==> src/rtl/updown_arbiter_if.sv <==
// updown_arbiter_if: request/grant/count bundle shared by the agents and updown_arbiter
//   master: drives req0/dir0/steps0, req1/dir1/steps1; observes gnt0/gnt1, done0/done1, busy, cnt_out
//   slave : the arbiter side, mirror of master
interface updown_arbiter_if #(
    parameter int WIDTH  = 4,
    parameter int STEP_W = 4
);
    logic              req0;
    logic              dir0;
    logic [STEP_W-1:0] steps0;
    logic              req1;
    logic              dir1;
    logic [STEP_W-1:0] steps1;
    logic              gnt0;
    logic              gnt1;
    logic              done0;
    logic              done1;
    logic              busy;
    logic [WIDTH-1:0]  cnt_out;
    modport master (
        output req0, dir0, steps0, req1, dir1, steps1,
        input  gnt0, gnt1, done0, done1, busy, cnt_out
    );
    modport slave (
        input  req0, dir0, steps0, req1, dir1, steps1,
        output gnt0, gnt1, done0, done1, busy, cnt_out
    );
endinterface

==> src/rtl/updown_arbiter.sv <==
// updown_arbiter: round-robin shared up/down counter running step bursts for two requesters
//   clk   : rising-edge clock
//   reset : asynchronous active-high reset
//   bus   : updown_arbiter_if.slave (requests in; grants, done pulses, busy, count out)
//   UPDOWN_ARB_SAT_EN defined selects saturating steps instead of modulo wrap
module updown_arbiter #(
    parameter int WIDTH  = 4,
    parameter int STEP_W = 4
) (
    input logic               clk,
    input logic               reset,
    updown_arbiter_if.slave   bus
);
    typedef enum logic [1:0] {IDLE, RUN, DONE} state_e;
    localparam logic [WIDTH-1:0] CNT_MAX = '1;
    state_e            state_q, state_d;
    logic              ptr_q, ptr_d;
    logic              own_q, own_d;
    logic              dir_q, dir_d;
    logic [STEP_W-1:0] rem_q, rem_d;
    logic [WIDTH-1:0]  cnt_q, cnt_d, cnt_step;
    logic              gnt0_q, gnt0_d, gnt1_q, gnt1_d;
    logic              done0_q, done0_d, done1_q, done1_d;
    logic              busy_q;
    logic              own_req, win;
    logic [STEP_W-1:0] win_steps;
    // ptr_q names the requester favoured on a tie: the one not served last
    assign win       = (bus.req0 && bus.req1) ? ptr_q : bus.req1;
    assign win_steps = win ? bus.steps1 : bus.steps0;
    assign own_req   = own_q ? bus.req1 : bus.req0;
`ifdef UPDOWN_ARB_SAT_EN
    assign cnt_step = dir_q ? ((cnt_q == '0) ? cnt_q : cnt_q - 1'b1)
                            : ((cnt_q == CNT_MAX) ? cnt_q : cnt_q + 1'b1);
`else
    assign cnt_step = dir_q ? cnt_q - 1'b1 : cnt_q + 1'b1;
`endif
    always_comb begin
        state_d = state_q;
        ptr_d   = ptr_q;
        own_d   = own_q;
        dir_d   = dir_q;
        rem_d   = rem_q;
        cnt_d   = cnt_q;
        gnt0_d  = gnt0_q;
        gnt1_d  = gnt1_q;
        done0_d = 1'b0;
        done1_d = 1'b0;
        case (state_q)
            IDLE: if (bus.req0 || bus.req1) begin
                own_d   = win;
                dir_d   = win ? bus.dir1 : bus.dir0;
                rem_d   = win_steps;
                gnt0_d  = !win;
                gnt1_d  = win;
                state_d = (win_steps == '0) ? DONE : RUN;
                done0_d = (win_steps == '0) && !win;
                done1_d = (win_steps == '0) && win;
            end
            RUN: if (!own_req) begin
                // abort: no step, no done, but the other side still gets priority
                state_d = IDLE;
                gnt0_d  = 1'b0;
                gnt1_d  = 1'b0;
                ptr_d   = !own_q;
            end else begin
                cnt_d   = cnt_step;
                rem_d   = rem_q - 1'b1;
                state_d = (rem_q == STEP_W'(1)) ? DONE : RUN;
                done0_d = (rem_q == STEP_W'(1)) && !own_q;
                done1_d = (rem_q == STEP_W'(1)) && own_q;
            end
            DONE: begin
                state_d = IDLE;
                gnt0_d  = 1'b0;
                gnt1_d  = 1'b0;
                ptr_d   = !own_q;
            end
            default: begin
                state_d = IDLE;
                gnt0_d  = 1'b0;
                gnt1_d  = 1'b0;
            end
        endcase
    end
    always_ff @(posedge clk or posedge reset) begin
        if (reset) begin
            state_q <= IDLE;
            ptr_q   <= 1'b0;
            own_q   <= 1'b0;
            dir_q   <= 1'b0;
            rem_q   <= '0;
            cnt_q   <= '0;
            gnt0_q  <= 1'b0;
            gnt1_q  <= 1'b0;
            done0_q <= 1'b0;
            done1_q <= 1'b0;
            busy_q  <= 1'b0;
        end else begin
            state_q <= state_d;
            ptr_q   <= ptr_d;
            own_q   <= own_d;
            dir_q   <= dir_d;
            rem_q   <= rem_d;
            cnt_q   <= cnt_d;
            gnt0_q  <= gnt0_d;
            gnt1_q  <= gnt1_d;
            done0_q <= done0_d;
            done1_q <= done1_d;
            busy_q  <= (state_d != IDLE);
        end
    end
    assign bus.gnt0    = gnt0_q;
    assign bus.gnt1    = gnt1_q;
    assign bus.done0   = done0_q;
    assign bus.done1   = done1_q;
    assign bus.busy    = busy_q;
    assign bus.cnt_out = cnt_q;
endmodule
==> src/flat_wrapper.sv <==
// flat-port wrapper written by rule: the top's interface ports become plain ports
module updown_arbiter_flat 
#(
    parameter int WIDTH  = 4,
    parameter int STEP_W = 4
)
  (clk, reset, bus_req0, bus_dir0, bus_steps0, bus_req1, bus_dir1, bus_steps1, bus_gnt0, bus_gnt1, bus_done0, bus_done1, bus_busy, bus_cnt_out);
  updown_arbiter_if #(.WIDTH(WIDTH), .STEP_W(STEP_W)) bus_i ();
  input logic clk;
  input logic reset;
  input wire logic [$bits(bus_i.req0)-1:0] bus_req0;
  input wire logic [$bits(bus_i.dir0)-1:0] bus_dir0;
  input wire logic [$bits(bus_i.steps0)-1:0] bus_steps0;
  input wire logic [$bits(bus_i.req1)-1:0] bus_req1;
  input wire logic [$bits(bus_i.dir1)-1:0] bus_dir1;
  input wire logic [$bits(bus_i.steps1)-1:0] bus_steps1;
  output wire logic [$bits(bus_i.gnt0)-1:0] bus_gnt0;
  output wire logic [$bits(bus_i.gnt1)-1:0] bus_gnt1;
  output wire logic [$bits(bus_i.done0)-1:0] bus_done0;
  output wire logic [$bits(bus_i.done1)-1:0] bus_done1;
  output wire logic [$bits(bus_i.busy)-1:0] bus_busy;
  output wire logic [$bits(bus_i.cnt_out)-1:0] bus_cnt_out;
  assign bus_i.req0 = bus_req0;
  assign bus_i.dir0 = bus_dir0;
  assign bus_i.steps0 = bus_steps0;
  assign bus_i.req1 = bus_req1;
  assign bus_i.dir1 = bus_dir1;
  assign bus_i.steps1 = bus_steps1;
  assign bus_gnt0 = bus_i.gnt0;
  assign bus_gnt1 = bus_i.gnt1;
  assign bus_done0 = bus_i.done0;
  assign bus_done1 = bus_i.done1;
  assign bus_busy = bus_i.busy;
  assign bus_cnt_out = bus_i.cnt_out;
  updown_arbiter #(.WIDTH(WIDTH), .STEP_W(STEP_W)) u_core (.clk(clk), .reset(reset), .bus(bus_i));
endmodule
==> config.mk <==
export PLATFORM = sky130hd
export DESIGN_NAME = updown_arbiter_flat
export DESIGN_NICKNAME = d
export VERILOG_FILES = /design/src/rtl/updown_arbiter_if.sv /design/src/rtl/updown_arbiter.sv /design/src/flat_wrapper.sv
export SDC_FILE = /design/constraint.sdc
export NUM_CORES = 1
export LEC_CHECK = 0
export CORE_UTILIZATION = 40
export DETAILED_ROUTE_END_ITERATION = 16
export PLACE_DENSITY = 0.7
export SYNTH_ARGS = -nofsm -noshare
export SYNTH_HDL_FRONTEND = slang
export SYNTH_SLANG_ARGS = --single-unit
==> constraint.sdc <==
create_clock -name clk -period 3.7 [get_ports clk]
set_clock_uncertainty 0.15 [all_clocks]
set_input_delay 0.37 -clock clk [delete_from_list [all_inputs] [get_ports clk]]
set_output_delay 0.37 -clock clk [all_outputs]
set_load 0.02 [all_outputs]
==> reports/qor.txt <==
Crit path arrival time: 1860 ps
layout cells sized above 1: 13.3%
Final Util: 53.5%
total CTS buffers: 3
setup ws final: 1850 ps
core area: 0.00250 mm²
CP delay by family, top: buffers and inverters
drt wl/cell: 12.8 µm
cells after synthesis: 104
Max-cap violations: 0
postcts setup bufs: 0
Setup Viol. Count Final: 0
Worst Tran Pin Value: 674 ps
via count: 821
final setup TNS: 0 ps
routability cong.: 0.834
synth unique cells: 40
number of cells on the critical path: 5
worst r2r src: u_core.dir_q$_DFFE_PP0P_
syn_area_per_cell: 10.2 µm²
CP endpoint kind: flop
Final ANT Viol Nets: 0
cell taking the most area after synthesis: dfrtp_1
Pwr Density: 791 mW/mm²
Worst Path Max Fanout: 11
first-pass GRT wire length: 3530 µm
Overall Global Routing Usage: 17.3%
Finished Layout Cells: 158
PortBufs: 22
fmax: 0.540 GHz
Synth area leaders: dfrtp_1 43%, ha_1 4.7%, mux2i_1 3.8%
worst slack, placed: 1570 ps
Layout Nets: 148
Root Driver: clkbuf_4
number of global-route vias before repair: 810
Final Max Slew Viols: 0
# DRC: 0
1st-pass router iterations: 4
post-CTS sizing: 0
RSZ-0062 raised after global routing: false
# diodes: 0
Max VDD drop: 0.562 mV
register area share after synthesis: 42.5%
hold buffers post-CTS: 0
CP Launch Type: primary input
leakage dissipation: 0.000593 µW
Core Rows: 18
IO Pins: 23
CP startpoint: bus_req1
DIE AREA: 0.00286 mm²
Crit-path slowest cell: clkdlybuf4s50_1
Hold Crit Class: primary input to async pin
DIE WIDTH: 53.5 µm
cell area after synthesis: 0.00106 mm²
crit share post-route: 50.0%
Via density: 5.20
placed cell count: 154
largest net degree at the start of global routing: 19
commonest non-fill, non-tap cell in the layout: clkdlybuf4s50_1
crit path to: u_core.rem_q[0]$_DFFE_PP0P_
dpl hpwl: 1600 µm
number of enable flip-flop cells after synthesis: 0
Clock Sinks: 18
critical path class: primary input to flop
Clock Pin Slew Worst Setup and Hold Paths: 100 ps
main flop type after synthesis: dfrtp_1
Area Growth Syn to Fin: 26.2%
WP buf/inv: 1
initial DRC count: 26
status: complete, no violations
CP required: 3710 ps
WHS: 318 ps
Largest stage delay, worst path: 660 ps
synth warn: 0
worst skew pair latency: 290 ps
Die Ht: 53.5 µm
worst r2r path cells: 5
synthesis-stage register bit count: 18
synthesized net count: 123
crit path cell chain: clkdlybuf4s50_1, mux2_2, o2bb2ai_4, mux2i_1, o31ai_1
deepest clock path buffer count: 2
relative slew slack: 55.0%
Overflow after GRT: 0
Synth top area share: 42.5%
starting density of the core: 42.4%
WL final: 2030 µm
Worst R2R Setup Slack: 2010 ps
highest-count cells in the layout ignoring fill and taps: 22 x clkdlybuf4s50_1, 18 x dfrtp_1, 8 x nand2_1, 8 x inv_1, 7 x o21ai_0
Fin. Hold Viols: 0
fin crit period: 1850 ps
asr flop ratio synth: 100%
H-tree depth: 1
clock tree from TritonCTS: done
initial antenna violation count: 0
reg2reg end: u_core.bus.cnt_out[3]$_DFFE_PP0P_
registers in the layout, indices dropped and copies added, names as in the netlist:
name / cells
u_core.bus.gnt1: 1
u_core.dir_q: 1
u_core.bus.done1: 1
u_core.rem_q: 4
u_core.bus.cnt_out: 4
u_core.own_q: 1
u_core.bus.gnt0: 1
u_core.state_q: 2
u_core.bus.done0: 1
u_core.ptr_q: 1
u_core.bus.busy: 1
cell usage after synthesis (all sizes together) (2+ instances only):
cell type  number
dfrtp          18
o21ai           9
inv             8
nand2           8
a21oi           6
nor2            6
nand3           5
ha              4
mux2i           4
and3            3
a22o            2
buf             2
nand2b          2
nor3            2
o22ai           2
o2bb2ai         2
o31ai           2
xnor2           2
xor2            2
routing by layer:
layer	vias up	share of wire [%]	track usage, %
met5	-	0	0
met4	0	0.69	3.95
met3	2	4.4	6.32
met2	21	48	26.0
met1	375	47	23.3
li1	423	-	-
cell families after synthesis:
family / after synthesis / synth area share, %
flops: 18 / 42.5
compound gates: 29 / 20.9
mux: 5 / 4.84
xor+xnor: 4 / 3.31
fa+ha+maj: 5 / 6.61
buf+inv: 10 / 4.37
simple gates: 33 / 17.5
worst reg2reg max path, delay by kind of cell, from the launching register on:
kind / cells / cell delay (ps)
AO/OA/AOI/OAI: 2 / 330
XOR/XNOR: 1 / 160
adder cells (fa/ha/maj): 1 / 290
flip-flops: 1 / 440
multiplexers: 1 / 250
cell type report:
type / count / area [µm²]
timing repair buffer: 22 / 220
tap: 30 / 37.5
sequential: 18 / 450
fill: 226 / 1160
multi-input combinational: 76 / 563
inverter: 8 / 30.0
clock buffer: 4 / 36.3
stage by stage:
step / cell area (µm²) / power (µW)
after floorplan: 1060 / 784
after global placement: 1300 / 934
after detailed placement: 1300 / 948
after CTS: 1340 / 1070
after global routing: 1340 / 1160
final: 1340 / 1060
report_power, final:
group / total (µW) / leakage, µW / internal, µW / switching (µW)
combinational: 574 / 0.000350 / 276 / 298
sequential: 366 / 0.000221 / 287 / 79.3
clock: 118 / 0.0000210 / 59.9 / 58.2
total: 1060 / 0.000593 / 622 / 436
worst min path at each step:
stage | end | slack (ps) | cells after the start
after floorplan | u_core.bus.busy$_DFF_PP0_ | 160 | 1
after global placement | u_core.bus.cnt_out[3]$_DFFE_PP0P_ | 310 | 1
after detailed placement | u_core.bus.cnt_out[3]$_DFFE_PP0P_ | 310 | 1
after CTS | u_core.bus.cnt_out[3]$_DFFE_PP0P_ | 320 | 1
after global routing | u_core.bus.cnt_out[3]$_DFFE_PP0P_ | 330 | 1
final | u_core.rem_q[2]$_DFFE_PP0P_ | 320 | 2
(Power assumes the default switching activity.)
